$ cat config.mk
export PLATFORM = sky130hd
export DESIGN_NAME = piso_shift_reg
export DESIGN_NICKNAME = d
export VERILOG_FILES = /design/src/rtl/piso_shift_reg.sv
export SDC_FILE = /design/constraint.sdc
export NUM_CORES = 1
export LEC_CHECK = 0
export CAP_MARGIN = 20
export CORE_AREA = 2 2 39 41
export DETAILED_ROUTE_END_ITERATION = 8
export DIE_AREA = 0 0 41 43
export MAX_ROUTING_LAYER = met4
export PLACE_DENSITY_LB_ADDON = 0.3
export SYNTH_ARGS = -nofsm -noshare
export SYNTH_HDL_FRONTEND = slang
export SYNTH_SLANG_ARGS = --single-unit
export TNS_END_PERCENT = 5
$ cat constraint.sdc
create_clock -name clk -period 1.9 [get_ports clk]
set_clock_uncertainty 0.2 [all_clocks]
set_input_delay 0.57 -clock clk [delete_from_list [all_inputs] [get_ports clk]]
set_output_delay 0.57 -clock clk [all_outputs]
set_load 0.05 [all_outputs]
$ cat src/rtl/piso_shift_reg.sv
// piso_shift_reg: parallel-in serial-out shifter with ready/valid accept and a done pulse.
// Define PISO_PARITY_EN to append an even-parity bit after the data bits.
module piso_shift_reg #(
  parameter int WIDTH     = 4,
  parameter bit MSB_FIRST = 1
) (
  input  logic             clk,
  input  logic             rst,
  input  logic [WIDTH-1:0] din,
  input  logic             din_valid,
  output logic             din_ready,
  output logic             sout,
  output logic             sout_valid,
  output logic             busy,
  output logic             done
);
`ifdef PISO_PARITY_EN
  localparam int FW = WIDTH + 1;
`else
  localparam int FW = WIDTH;
`endif
  localparam int CW = $clog2(WIDTH + 1);
  typedef enum logic {IDLE, SHIFT} state_t;
  state_t state_q, state_d;
  logic [FW-1:0] shreg_q, shreg_d, word, shifted;
  logic [CW-1:0] cnt_q, cnt_d;
  logic sout_q, sout_d, sout_valid_q, sout_valid_d, done_q, done_d;
  logic last, accept, running;
`ifdef PISO_PARITY_EN
  // Parity sits at the far end of the frame word so it leaves after the data bits.
  assign word = MSB_FIRST ? {din, ^din} : {^din, din};
`else
  assign word = din;
`endif
  assign shifted    = MSB_FIRST ? {shreg_q[FW-2:0], 1'b0} : {1'b0, shreg_q[FW-1:1]};
  assign last       = (state_q == SHIFT) && (cnt_q == CW'(FW - 1));
  assign running    = (state_q == SHIFT) && !last;
  assign din_ready  = (state_q == IDLE) || last;
  assign accept     = din_valid && din_ready;
  assign sout       = sout_q;
  assign sout_valid = sout_valid_q;
  assign busy       = sout_valid_q;
  assign done       = done_q;
  always_ff @(posedge clk or posedge rst) begin
    if (rst) state_q <= IDLE;
    else     state_q <= state_d;
  end
  always_comb begin
    state_d = accept ? SHIFT : last ? IDLE : state_q;
  end
  // sout mirrors the output end of the next register value, so it is a flop, not a mux.
  always_comb begin
    shreg_d      = accept ? word : running ? shifted : '0;
    cnt_d        = accept ? '0 : running ? cnt_q + 1'b1 : '0;
    sout_d       = MSB_FIRST ? shreg_d[FW-1] : shreg_d[0];
    sout_valid_d = (state_d == SHIFT);
    done_d       = (state_d == SHIFT) && (cnt_d == CW'(FW - 1));
  end
  always_ff @(posedge clk or posedge rst) begin
    if (rst) begin
      shreg_q      <= '0;
      cnt_q        <= '0;
      sout_q       <= 1'b0;
      sout_valid_q <= 1'b0;
      done_q       <= 1'b0;
    end else begin
      shreg_q      <= shreg_d;
      cnt_q        <= cnt_d;
      sout_q       <= sout_d;
      sout_valid_q <= sout_valid_d;
      done_q       <= done_d;
    end
  end
endmodule

* Word level (Yosys, flattened, before mapping) *
Index checks and enable logic that the tools add are counted.

word-level totals
  register bits after elaboration = 9
  logic and storage cells = 21
  output and inout port bits = 5

operators by class
  equal/unequal tests = 2
  reduce and logical (&&, ||, !) cells = 6
  add/subtract/negate cells = 1
  bitwise operators = 1
  multiplexer cells = 6

operators by type and width
  operator                                        number
  two-way mux 4 bit                               2
  == test 3 x 2 -> 1 bit (second input constant)  2
  two-way mux 3 bit                               2
  logical AND 1 bit                               4
  adder 3 x 1 -> 3 bit (second input constant)    1
  two-way mux 1 bit                               2
  zero test 1 bit                                 1
  logical OR 1 bit                                1
  inverter 1 bit                                  1

* Longest topological paths before layout *
Gate-level depths: netlist of the first run.

  word-level depth = 8
  mapped depth = 5
  gate-level depth less buffers = 5

* Worst setup path before layout of the first run *
No wires, ideal clock.

  kind = register to output
  from = register state_q
  to = output port din_ready
  setup slack = 47 ps
  arrival = 1083 ps
  stages on the path, launching flop included = 3
  cells stage by stage = dfrtp_1 nor2b_4 inv_2

between the ends
  word-level cells in the longest chain between the ends = 2

RTL lines
  element                                              line    source
  start: declaration                                   24      state_t state_q, state_d;
  start signal: assignment                             46      else state_q <= state_d;
  logical AND 1 bit or inverter 1 bit (tied branches)  36, 38
  logical OR 1 bit (*)                                 38      assign din_ready = (state_q == IDLE) || last;
  end: declaration                                     11      output logic din_ready,

Every way passes the cells marked *; elsewhere a longest branch is shown, timed or not.

* Worst setup path after layout of the first run *
  from = register cnt_q[0]
  to = output port din_ready

between the ends
  word-level cells in the longest chain between the ends = 3

RTL lines
  element                   line  source
  start: declaration        26    logic [CW-1:0] cnt_q, cnt_d;
  start signal: assignment  68    cnt_q <= cnt_d;
  == test 3 x 2 -> 1 bit    36    assign last = (state_q == SHIFT) && (cnt_q == CW'(FW - 1));
  logical AND 1 bit         36
  logical OR 1 bit          38

No other way between the ends.

==> out/metrics.csv, run 1 <==
stage;metric;value;unit
floorplan;Core Area;1380;um2
cells_and_area;Reg area;225;um2
sta;crit share post-route;110;%
setup_path;Worst Setup SP;cnt_q[0]$_DFF_PP0_;
clock_network;Reg clk slew, reported paths;70;ps
power_and_ir_drop;Power, Total;1.09;mW
detailed_routing;DR WL met3;36;um
setup_path;reg2reg path depth;7;
setup_path;crit-path cells;ha_2 -> ha_4 -> nor2b_4 -> inv_2 -> buf_8;
detailed_routing;DRT met1 WL;309;um
synthesis;synth cell count leaders;dfrtp_1, nand2_1, nand3b_1, nor2_1, o21ai_0;
detailed_routing;Max Used Layer;met4;
sta;Worst-Margin Slew;333;ps
detailed_routing;DR WL met2;350;um
sta;f_max;479;MHz
floorplan;Chip Height;43;um
synthesis;Synth cell types;13;
cells_and_area;Post-Layout Cell Count;70;
outcome;violated checks;negative setup slack;
cells_and_area;multi-input logic area;139;um2
setup_path;Max FO, Critical Path;2;
placed_design;GPL Wtd Cong;0.767;
cells_and_area;Ant. Diodes;0;
synthesis;syn_nets;41;
setup_path;crit path max-delay cell type;dfrtp_1;
global_routing;first-pass GRT wire length;1260;um
setup_path;CP max stage delay;380;ps
synthesis;post-synthesis cell count;32;
setup_path;CP required;1130;ps
floorplan;Die X;41;um
placed_design;cell area after placement;566;um2
synthesis;cell taking the most area after synthesis;dfrtp_1;
detailed_routing;DR vias;308;
synthesis;synth top area cells;dfrtp_1, ha_1, nand3b_1;
outcome;status;complete, but fails checks;
synthesis;Mean Syn Cell Area;11.5;um2
setup_path;crit path kind;flip-flop to primary output;
setup_path;Crit. End Element;primary output;
clock_network;Inserted Clock Buffers;3;
sta;max-slew violations;0;
detailed_routing;DR WL/cell;10.1;um
setup_path;Worst Setup EP;din_ready;
synthesis;sequential element share of the synthesized area;61.2;%
job;max-cap violations;0;
cells_and_area;area grow syn2layout;73.5;%
sta;fin worst setup slack;-186;ps
floorplan;Initial Utilization;26.6;%
synthesis;top_reg_cell synth;dfrtp_1;
clock_network;CTS Sinks;9;
synthesis;Synth Warn #;0;
placed_design;port bufs;11;
sta;RSZ-0062 raised after global routing;true;
floorplan;Rows;14;
sta;Setup-failing EPs final;1;
clock_network;CTS Buffer Depth;2;
sta;final hold vios;0;
detailed_routing;drc violations;0;
power_and_ir_drop;P_leak;0.312;nW
setup_path;CP Launch Type;flip-flop;
synthesis;Post-synth EDFFs;0;
global_routing;total gr overflow;0;
synthesis;top cell type's share of synthesized area;61.2;%
placed_design;pre-CTS WS;-12.7;ps
synthesis;dominant cell by count in the synthesized netlist;dfrtp_1;
power_and_ir_drop;Power per Cell Area;1710;nW/um2
clock_network;TritonCTS clock tree;built;
global_routing;vias in the first global route;324;
sta;Worst slew margin;77.8;%
cells_and_area;nets@finish;64;
clock_network;Clk Tree Root Cell;clkbuf_4;
power_and_ir_drop;VDD IR max;0.772;mV
cells_and_area;Fillers;134;
floorplan;Top Ports;12;
clock_network;clock latency on the worst-skew pair;260;ps
detailed_routing;via density per instance;4.40;
setup_path;worst reg2reg path startpoint;cnt_q[0]$_DFF_PP0_;
placed_design;Final HPWL DP;502;um
placed_design;Placed Cells incl. Taps;63;
hold_path;Hold WC Path Type;flip-flop to flip-flop;
global_routing;gr usage total;11.4;%
floorplan;die area;1760;um2
cells_and_area;Finished Core Util;46.1;%
synthesis;Post-synth ARST share;100;%
detailed_routing;DRT iter0 DRCs;1;
detailed_routing;1st-pass router iterations;3;
setup_path;critical path arrival;1320;ps
cells_and_area;cell area after layout;638;um2
sta;Tmin final;2090;ps
setup_path;Reg-to-Reg End;shreg_q[1]$_DFF_PP0_;
synthesis;synthesized cell area;368;um2
synthesis;synthesized flop and latch total;9;
global_routing;initial antenna violation count;0;
clock_network;CTS H-tree depth;1;
setup_path;Worst R2R Setup Slack;360;ps
cells_and_area;share of layout cells above drive strength 1;38.9;%
detailed_routing;Total Routed Length;706;um
detailed_routing;Final ANT Viol Nets;0;
global_routing;pin count of the biggest net entering global routing;10;
==> power by group <==
group | total (mW) | internal (mW) | switching [mW]
sequential | 0.291 | 0.262 | 0.0292
combinational | 0.656 | 0.343 | 0.314
clock | 0.145 | 0.0775 | 0.0674
==> cell type report <==
type	instances	area share, %
clock inverter	1	0.784
sequential	9	35.3
multi-input combinational	19	21.8
inverter	3	1.76
tap	16	3.14
timing repair buffer	19	33.7
clock buffer	3	3.53
==> worst min path at each step <==
stage                                    start                    to  cells after the start  slack, ps
after floorplan                            rst    cnt_q[0]$_DFF_PP0_                      1        200
after CTS                 shreg_q[2]$_DFF_PP0_        sout$_DFF_PP0_                      2        290
final                     shreg_q[2]$_DFF_PP0_        sout$_DFF_PP0_                      2        290
after global placement    shreg_q[1]$_DFF_PP0_  shreg_q[2]$_DFF_PP0_                      2        270
after detailed placement  shreg_q[2]$_DFF_PP0_        sout$_DFF_PP0_                      2        280
after global routing      shreg_q[1]$_DFF_PP0_  shreg_q[2]$_DFF_PP0_                      2        340
==> worst max-delay path, delay by kind of cell, from the launching register on <==
kind          cells  cell delay [ps]
simple gates      1              110
flops             1              380
fa+ha+maj         2              360
buf+inv           2              200
==> registers in the layout, summed over array words and instances, names as in the netlist <==
| signal | count |
|---|---|
| sout | 1 |
| done | 1 |
| state_q | 1 |
| shreg_q | 3 |
| cnt_q | 3 |
==> cell usage in the layout (no fill, tap or decap) <==
| master | synthesis | layout |
|---|---|---|
| and3_1 | 1 | 1 |
| buf_12 | 0 | 4 |
| buf_4 | 1 | 8 |
| buf_8 | 0 | 1 |
| clkbuf_4 | 0 | 3 |
| clkdlybuf4s50_1 | 0 | 6 |
| clkinv_2 | 0 | 1 |
| dfrtp_1 | 9 | 9 |
| ha_2 | 0 | 1 |
| ha_4 | 0 | 1 |
| inv_1 | 2 | 2 |
| inv_2 | 1 | 1 |
| nand2_1 | 4 | 4 |
| nand2b_1 | 1 | 1 |
| nand3b_1 | 3 | 3 |
| nor2_1 | 3 | 3 |
| nor2b_4 | 1 | 1 |
| nor4b_1 | 1 | 1 |
| o21ai_0 | 3 | 3 |
==> layer usage <==
metal | up-vias | track usage (%)
li1 | 149 | -
met1 | 149 | 13.6
met4 | 0 | 8.00
met5 | - | -
met3 | 2 | 4.71
met2 | 8 | 15.0
==> logic make-up after synthesis <==
| family | share of synthesized area (%) |
|---|---|
| AO/OA/AOI/OAI | 4.08 |
| adder cells (fa/ha/maj) | 6.80 |
| buffers and inverters | 5.10 |
| flip-flops | 61.2 |
| AND/OR/NAND/NOR | 22.8 |
==> stage by stage <==
stage	hold slack, ps	setup TNS (ps)
2_1_floorplan	198	0
3_3_place_gp	270	0
3_5_place_dp	279	-12.7
4_1_cts	294	-187
5_1_grt	338	-232
6_report	288	-186
==> repair_timing <==
action	in CTS	in global routing
buffers inserted	1	2
pin swaps	2	2
endpoints found under the setup margin	1	1
resized for setup	5	0
hold buffers	0	0
No activity file was read; power rests on OpenSTA's default activity.
==> inputs of run 2 (changes only) <==
- CELL_PAD_IN_SITES_DETAIL_PLACEMENT: not set -> 2
- CELL_PAD_IN_SITES_GLOBAL_PLACEMENT: not set -> 2
- CORE_AREA: 2 2 39 41 -> not set
- CORE_UTILIZATION: not set -> 25
- DIE_AREA: 0 0 41 43 -> not set
==> run 2 against run 1 <==
Against the previous run: the flow still finishes with violations (negative setup slack); hold slack better by 9.4 ps; design area decreased by 4.5%; sequential cell count did not move; first-iteration DRC count rose by 100%; routed wire length increased by 29%; worst setup slack lost 1.1 ps; critical path depth stayed put; clock power rose by 4%; via count is 3.9% lower; largest cell class unchanged.
==> out/metrics.csv, run 2 (synthesis gave the netlist of run 1 again) <==
stage;metric;value;unit
power_and_ir_drop;Sw Share;39.6;%
global_routing;first-pass GRT wire length;1550;um
sta;RSZ-0062 raised after global routing;true;
setup_path;critical path arrival;1320;ps
cells_and_area;area grow syn2layout;65.6;%
placed_design;GPL Wtd Cong;0.727;
hold_path;Hold WC Path Type;flip-flop to flip-flop;
sta;Worst-Margin Slew;356;ps
sta;fin worst setup slack;-187;ps
floorplan;Core Area;1330;um2
setup_path;Crit. End Element;primary output;
setup_path;CP Launch Type;flip-flop;
detailed_routing;DR WL/cell;13.8;um
sta;f_max;479;MHz
cells_and_area;commonest non-fill, non-tap cell in the layout;dfrtp_1;
sta;crit share post-route;110;%
floorplan;Chip Height;40.4;um
sta;Tmin final;2090;ps
placed_design;Final HPWL DP;743;um
setup_path;crit path kind;flip-flop to primary output;
detailed_routing;DRT iter0 DRCs;2;
floorplan;Top Ports;12;
detailed_routing;DR vias;296;
cells_and_area;Post-Layout Cell Count;66;
cells_and_area;commonest non-fill, non-tap cells in the layout;dfrtp_1, clkdlybuf4s50_1, buf_4;
global_routing;pin count of the biggest net entering global routing;10;
clock_network;Reg clk slew, reported paths;70;ps
sta;Setup-failing EPs final;1;
clock_network;Inserted Clock Buffers;3;
setup_path;Max FO, Critical Path;2;
power_and_ir_drop;P_sw;0.417;mW
sta;max-slew violations;0;
power_and_ir_drop;Comb power frac;57.8;%
clock_network;CTS Sinks;9;
cells_and_area;Top Registers;cnt_q: 3 flops, shreg_q: 3 flops;
power_and_ir_drop;Flop pwr share;27.9;%
power_and_ir_drop;Power, Total;1.05;mW
clock_network;Clk Tree Root Cell;clkbuf_4;
detailed_routing;Final ANT Viol Nets;0;
global_routing;initial antenna violation count;0;
detailed_routing;drc violations;0;
clock_network;CTS Buffer Depth;2;
cells_and_area;share of layout cells above drive strength 1;33.3;%
cells_and_area;nets@finish;61;
power_and_ir_drop;VDD IR max;0.697;mV
detailed_routing;via density per instance;4.48;
outcome;violated checks;negative setup slack;
sta;Worst slew margin;76.2;%
setup_path;CP required;1130;ps
detailed_routing;Total Routed Length;911;um
floorplan;Initial Utilization;27.6;%
floorplan;Rows;13;
sta;Setup TNS;-187;ps
outcome;status;complete, but fails checks;
power_and_ir_drop;P_leak;0.294;nW
global_routing;gr usage total;15.8;%
floorplan;die area;1630;um2
detailed_routing;1st-pass router iterations;3;
clock_network;CTS H-tree depth;1;
placed_design;port bufs;11;
floorplan;Die X;40.4;um
clock_network;hold buffers post-CTS;0;
power_and_ir_drop;Int Power;0.637;mW
clock_network;clock latency on the worst-skew pair;270;ps
job;max-cap violations;0;
sta;final hold vios;0;
global_routing;vias in the first global route;362;
power_and_ir_drop;Clk network pwr share;14.3;%
clock_network;TritonCTS clock tree;built;
power_and_ir_drop;Power per Cell Area;1730;nW/um2
placed_design;Placed Cells incl. Taps;62;
global_routing;total gr overflow;0;
cells_and_area;Ant. Diodes;0;
==> run 2: repair_timing <==
item | 4_1_cts | 5_1_grt
setup endpoints to repair | 1 | 1
setup buffers | 0 | 0
pin swaps | 1 | 0
gates resized for setup | 4 | 0
==> run 2: final cells by class <==
| cell class | count | area, um2 |
|---|---|---|
| fillers | 134 | 724 |
| multi-input cells | 19 | 139 |
| clock buffers | 4 | 26.3 |
| inverters | 3 | 11.3 |
| flip-flops and latches | 9 | 225 |
| repair buffers | 16 | 189 |
| well taps | 15 | 18.8 |
==> run 2: power groups by stage <==
| stage | clock [mW] | combinational [mW] | sequential, mW |
|---|---|---|---|
| 2_1_floorplan | 0 | 0.239 | 0.353 |
| 3_3_place_gp | 0 | 0.540 | 0.290 |
| 3_5_place_dp | 0 | 0.576 | 0.298 |
| 4_1_cts | 0.156 | 0.615 | 0.295 |
| 5_1_grt | 0.163 | 0.654 | 0.302 |
| 6_report | 0.151 | 0.609 | 0.294 |
==> run 2: per-stage QoR <==
stage / area (um2) / setup WS, ps / utilization [%] / hold slack, ps
after floorplan: 368 / 46.8 / - / 198
after global placement: 564 / 0.298 / 42.3 / 265
after detailed placement: 564 / -41.2 / 42.3 / 301
after CTS: 609 / -198 / 45.7 / 307
after global routing: 609 / -237 / 45.7 / 347
final: 609 / -187 / 45.7 / 297
==> run 2: path summary, 6_finish.rpt <==
kind                                        endpoint  cells after the start            startpoint  slack [ps]
worst max register to register        done$_DFF_PP0_                      4    cnt_q[1]$_DFF_PP0_         340
max in group asynchronous             done$_DFF_PP0_                      2                   rst         860
min in group asynchronous             sout$_DFF_PP0_                      2                   rst         370
worst min register to register  shreg_q[2]$_DFF_PP0_                      2  shreg_q[1]$_DFF_PP0_         300
worst min-delay path            shreg_q[2]$_DFF_PP0_                      2  shreg_q[1]$_DFF_PP0_         300
worst max-delay path                       din_ready                      5    cnt_q[1]$_DFF_PP0_        -190
==> run 2: worst max-delay path, cell delays in order (launching register included) <==
cell,delay (ps)
dfrtp_1,370
ha_2,200
ha_4,170
nor2b_4,120
inv_2,50
buf_6,140
==> run 2: metal layers <==
metal  GRT usage, %  wire length, um
met2           25.8              473
met3           8.33               64
met5              -                0
met1           16.2              367
met4           5.00                6
==> inputs of run 3 (changes only) <==
- CAP_MARGIN: 20 -> 10
==> results of run 3 <==
The final DEF is identical to that of run 2; final timing and power are the same.
